--- src/rtl/c_frag_cfg_loader_pkg.sv ---
// Shared types and constants for the C_FRAG serial configuration loader.
package c_frag_cfg_loader_pkg;

  localparam int unsigned FRAME_BITS = 15;
  localparam int unsigned CFG_BITS   = 14;
  localparam int unsigned CNT_W      = 4;
  localparam int unsigned BIT_PARITY = 14;

  typedef enum logic [1:0] {
    ST_IDLE  = 2'd0,
    ST_SHIFT = 2'd1,
    ST_CHECK = 2'd2,
    ST_ERROR = 2'd3
  } state_e;

  // Committed C_FRAG inputs; field order mirrors frame bits 13 down to 0.
  typedef struct packed {
    logic mode_split;
    logic bb2;
    logic bb1;
    logic ba2;
    logic ba1;
    logic bsl;
    logic bab;
    logic tb2;
    logic tb1;
    logic ta2;
    logic ta1;
    logic tsl;
    logic tab;
    logic tbs;
  } cfg_t;

  // Frame is good when the XOR of all frame bits equals the selected polarity.
  function automatic logic parity_pass(input logic parity, input logic odd);
    return parity == odd;
  endfunction

endpackage

--- src/rtl/c_frag_cfg_loader_shift_reg.sv ---
// Indexed-load frame register with a running parity over every loaded bit.
// The topmost frame bit is the check bit: it only contributes to parity.
module c_frag_cfg_loader_shift_reg
  import c_frag_cfg_loader_pkg::*;
#(
  parameter int unsigned W  = FRAME_BITS,
  parameter int unsigned IW = CNT_W
) (
  input  logic          clk,
  input  logic          rst,
  input  logic          clr,
  input  logic          load,
  input  logic [IW-1:0] idx,
  input  logic          din,
  output logic [W-2:0]  data,
  output logic          parity
);

  // Store the payload bit at idx and fold every loaded bit into parity.
  always_ff @(posedge clk or posedge rst) begin
    if (rst) begin
      data   <= '0;
      parity <= 1'b0;
    end else if (clr) begin
      data   <= '0;
      parity <= 1'b0;
    end else if (load) begin
      parity <= parity ^ din;
      for (int i = 0; i < int'(W) - 1; i++) begin
        if (idx == IW'(i)) data[i] <= din;
      end
    end
  end

endmodule

--- src/rtl/c_frag_cfg_loader.sv ---
// Serial config writer for one C_FRAG cell: shift in a 15-bit frame,
// parity-check it, then commit all routing inputs and the mode flag at once.
module c_frag_cfg_loader
  import c_frag_cfg_loader_pkg::*;
#(
  parameter bit PARITY_ODD = 1'b0,
  parameter bit ERR_STICKY = 1'b1
) (
  input  logic QCK,
  input  logic QRT,
  input  logic CFG_START,
  input  logic CFG_DIN,
  input  logic CFG_VLD,
  output logic CFG_RDY,
  output logic CFG_DONE,
  output logic CFG_ERR,
  output logic TBS,
  output logic TAB,
  output logic TSL,
  output logic TA1,
  output logic TA2,
  output logic TB1,
  output logic TB2,
  output logic BAB,
  output logic BSL,
  output logic BA1,
  output logic BA2,
  output logic BB1,
  output logic BB2,
  output logic MODE_SPLIT
);

  state_e             state_q, state_d;
  logic [CNT_W-1:0]   cnt_q;
  logic               clr_c, load_c, commit_c;
  logic [CFG_BITS-1:0] frame_data;
  logic               frame_par;
  cfg_t               cfg_q;
  logic               rdy_q, done_q, err_q;

  c_frag_cfg_loader_shift_reg #(
    .W  (FRAME_BITS),
    .IW (CNT_W)
  ) u_shift_reg (
    .clk    (QCK),
    .rst    (QRT),
    .clr    (clr_c),
    .load   (load_c),
    .idx    (cnt_q),
    .din    (CFG_DIN),
    .data   (frame_data),
    .parity (frame_par)
  );

  // Next-state and control decode; START wins over a coincident transfer.
  always_comb begin
    state_d  = state_q;
    clr_c    = 1'b0;
    load_c   = 1'b0;
    commit_c = 1'b0;
    case (state_q)
      ST_IDLE: begin
        if (CFG_START) begin
          state_d = ST_SHIFT;
          clr_c   = 1'b1;
        end
      end
      ST_SHIFT: begin
        if (CFG_START) begin
          clr_c = 1'b1;
        end else if (CFG_VLD) begin
          load_c = 1'b1;
          if (cnt_q == CNT_W'(BIT_PARITY)) state_d = ST_CHECK;
        end
      end
      ST_CHECK: begin
        if (parity_pass(frame_par, PARITY_ODD)) begin
          commit_c = 1'b1;
          state_d  = ST_IDLE;
        end else begin
          state_d = ST_ERROR;
        end
      end
      ST_ERROR: begin
        if (CFG_START) begin
          state_d = ST_SHIFT;
          clr_c   = 1'b1;
        end else if (!ERR_STICKY) begin
          state_d = ST_IDLE;
        end
      end
      default: state_d = ST_IDLE;
    endcase
  end

  // State, bit counter, commit register and registered status flags.
  always_ff @(posedge QCK or posedge QRT) begin
    if (QRT) begin
      state_q <= ST_IDLE;
      cnt_q   <= '0;
      cfg_q   <= '0;
      rdy_q   <= 1'b0;
      done_q  <= 1'b0;
      err_q   <= 1'b0;
    end else begin
      state_q <= state_d;
      if (clr_c) begin
        cnt_q <= '0;
      end else if (load_c && state_d == ST_SHIFT) begin
        cnt_q <= cnt_q + CNT_W'(1);
      end
      if (commit_c) cfg_q <= cfg_t'(frame_data);
      rdy_q  <= (state_d == ST_SHIFT);
      done_q <= commit_c;
      err_q  <= (state_d == ST_ERROR);
    end
  end

  assign CFG_RDY    = rdy_q;
  assign CFG_DONE   = done_q;
  assign CFG_ERR    = err_q;
  assign TBS        = cfg_q.tbs;
  assign TAB        = cfg_q.tab;
  assign TSL        = cfg_q.tsl;
  assign TA1        = cfg_q.ta1;
  assign TA2        = cfg_q.ta2;
  assign TB1        = cfg_q.tb1;
  assign TB2        = cfg_q.tb2;
  assign BAB        = cfg_q.bab;
  assign BSL        = cfg_q.bsl;
  assign BA1        = cfg_q.ba1;
  assign BA2        = cfg_q.ba2;
  assign BB1        = cfg_q.bb1;
  assign BB2        = cfg_q.bb2;
  assign MODE_SPLIT = cfg_q.mode_split;

endmodule

--- config.mk ---
export PLATFORM = sky130hd
export DESIGN_NAME = c_frag_cfg_loader
export DESIGN_NICKNAME = d
export VERILOG_FILES = /design/src/rtl/c_frag_cfg_loader_pkg.sv /design/src/rtl/c_frag_cfg_loader_shift_reg.sv /design/src/rtl/c_frag_cfg_loader.sv
export SDC_FILE = /design/constraint.sdc
export NUM_CORES = 1
export LEC_CHECK = 0
export ABC_AREA = 1
export ABC_CLOCK_PERIOD_IN_PS = 2200
export BUFFER_PORTS_ARGS = -buffer_cell sky130_fd_sc_hd__clkbuf_2
export CORE_ASPECT_RATIO = 0.75
export CORE_MARGIN = 1.5
export CORE_UTILIZATION = 60
export CTS_CLUSTER_DIAMETER = 150
export DETAILED_ROUTE_END_ITERATION = 6
export PLACE_DENSITY = 0.92
export SLEW_MARGIN = 20
export SYNTH_ARGS = -nofsm -noshare
export SYNTH_HDL_FRONTEND = slang
export SYNTH_SLANG_ARGS = --single-unit
--- constraint.sdc ---
create_clock -name QCK -period 2.2 [get_ports QCK]
set_input_delay 0.22 -clock QCK [delete_from_list [all_inputs] [get_ports QCK]]
set_output_delay 0.22 -clock QCK [all_outputs]
set_load 0.005 [all_outputs]
==> reports/metrics.cfg <==
[timing]
skew_ns=0.008112
worstMarginPinSlew_ns=0.4619
hold_viol_final=3
drv_slew=0
max_freq_ghz=0.5275
relSlewSlack=0.6921
fin_tns_setup_ns=0
period_needed_ns=1.896
finalCritPeriodShare=0.8617
holdWs_ns=-0.001954
rsz0062_at_grt=false
finalSetupViolCount=0

[critical_path]
worst-path-max-fanout=14
crit_start=state_q[0]
endpoint=u_shift_reg.data[10]
rr_endpoint=u_shift_reg.data[10]
start_kind=flip-flop
r2r_start=state_q[0]
cp_cell_sequence=inv_1 -> ha_1 -> inv_2 -> nand2_1 -> inv_1 -> a31oi_1 -> nand2_1 -> o21ai_1
worst_ep_required_time_ns=2.42
slowest_delay_ns=0.41
critical_path_class=reg2reg
r2r_cells=8
endpoint_kind=flip-flop
r2r_slack_ns=0.30
crit_arrival_ns=2.12
cp_slowest_cell=dfrtp_1

[status]
violations=hold timing
status=finished with violations

[routing]
drtIter0Drc=122
final_antenna_net_count=0
routed_via_density=5.427
vias=1422
wl_per_cell_um=12.81
drc=0
dr.pass1.iters=4
wl_mm=3.357

[clock_tree]
clock_path_buffers=2
cts_resized=0
numCtsBuffers=5
post_cts_buffers=0
cts_sinks=38
htree_levels=2
path_clk_slew_ns=0.07
clkLatencyLatePin_ns=0.30
cts_tree=done
postCtsHoldBufs=0
cts-root-buf=clkbuf_8

[layout]
top_register=u_shift_reg.data
design_area_um2=1971
drive_above_1_share=0.1903
num_antenna_cells=0
top_regs=u_shift_reg.data x14, cnt_q x4, state_q x2
area_growth_syn_to_layout_pct=11.31
largest_reg_flops=14
final_net_count=237

[global_routing]
grt_pass1_vias=1241
grt_overflow=0
grt_max_degree=39
antenna_found_initial=0
grt_usage=0.2302
grt_pass1_wl_mm=5.526

[synth]
synth_most_common_cell=nand2_1
synth_ff_type=dfrtp_1
synth_common_cells=72 x nand2_1, 38 x dfrtp_1, 15 x inv_1, 11 x a31oi_1, 10 x nor2_1
netlist.area_leader.share=0.5371
netlist_instances=203
synth_edf_count=0
synth_seq_cells=38
synth_cell_type_count=24
synth_warnings=0
synth_area_um2=1770
avgSynthCellArea_um2=8.721
synthesis.nets=214
synth-seq-area-share=0.5371
synth-async-reset-ratio=1.000
yosys.area.top_type=dfrtp_1
synth.area.top_cells=dfrtp_1 54%, nand2_1 15%, ha_1 4.2%, a31oi_1 3.9%, inv_1 3.2%

[placement]
post_dp_cell_area_um2=1892
io_buffer_count=21
gp_congestion=0.8452
hpwl_mm=2.289

[min_path]
hp-class=in2async

[floorplanning]
row_count=16
io_pins=22
initial_core_util=0.6551
dieArea_um2=3289
die_x_um=65.73
die_h_um=50.05
core_um2=2703

[power_and_ir_drop]
peakVddDrop_uv=614.9
p_per_area_nw_per_um2=1137
p_leak_nw=1.054

[job]
maxCapViolCount=0

how the worst min path moves through the flow:
stage / from / end / slack, ns / depth (start not counted)
2_1_floorplan: QRT / BA1 / 0.41 / 1
3_3_place_gp: QRT / BA2 / 0.33 / 3
3_5_place_dp: QRT / CFG_DONE / 0.34 / 3
4_1_cts: QRT / CFG_DONE / 0.02 / 3
5_1_grt: QRT / BA2 / 0.05 / 3
6_report: QRT / CFG_DONE / -0.002 / 3
cell families (layout without fill, tap and decap cells):
family	after synthesis	after routing	synth area share
flip-flops	38	38	0.5371
adder cells (fa/ha/maj)	6	6	0.04240
buffers and inverters	24	47	0.06078
XOR/XNOR	1	1	0.004948
AO/OA/AOI/OAI	35	35	0.1124
AND/OR/NAND/NOR	99	99	0.2424
worst max-delay path: cells and delay by family (launching register included):
| family | cells | cell delay (ns) |
|---|---|---|
| fa+ha+maj | 1 | 0.17 |
| simple gates | 2 | 0.43 |
| flops | 1 | 0.41 |
| buf+inv | 3 | 0.43 |
| compound gates | 2 | 0.40 |
cell type report:
type | count | area, µm²
clock buffers | 5 | 68.82
clock inverters | 2 | 10.01
fillers | 191 | 732.0
inverters | 17 | 63.81
multi-input cells | 141 | 711.9
flip-flops and latches | 38 | 950.9
well taps | 36 | 45.04
repair buffers | 23 | 120.1
layer usage:
layer	track usage	vias to the layer above	routed length, µm
met5	0	-	0
met4	0.1181	0	62
met3	0.06393	7	206
met2	0.3586	45	1532
met1	0.2935	669	1555
li1	-	701	-
where the power goes:
| part | internal, mW | switching [mW] |
|---|---|---|
| Clock | 0.212 | 0.235 |
| Sequential | 0.906 | 0.130 |
| Combinational | 0.276 | 0.481 |
stage by stage:
stage | util | power, mW | hold WS (ns) | worst slack, ns | instances
3_3_place_gp | 0.7000 | 1.758 | 0.3287 | 0.4911 | 255
5_1_grt | 0.7292 | 2.408 | 0.04864 | 0.1300 | 262
6_report | 0.7292 | 2.240 | -0.001954 | 0.3043 | 262
3_5_place_dp | 0.7000 | 1.800 | 0.3353 | 0.3781 | 255
4_1_cts | 0.7292 | 2.254 | 0.02091 | 0.3296 | 262
2_1_floorplan | - | 1.564 | 0.4124 | 0.8183 | 203
layout by cell type, fill, tap and decap left out, types with 2 or more instances in the layout:
master	n
a31oi_1	11
ha_1	6
clkbuf_8	5
inv_1	15
nor2_1	10
inv_2	2
dfrtp_1	38
nand2_2	3
o21ai_1	7
clkinv_2	2
clkbuf_2	21
nand3_1	8
a21oi_1	9
o21ai_0	6
nand2_1	72
buf_4	2
Power figures use the tool's default switching activity.
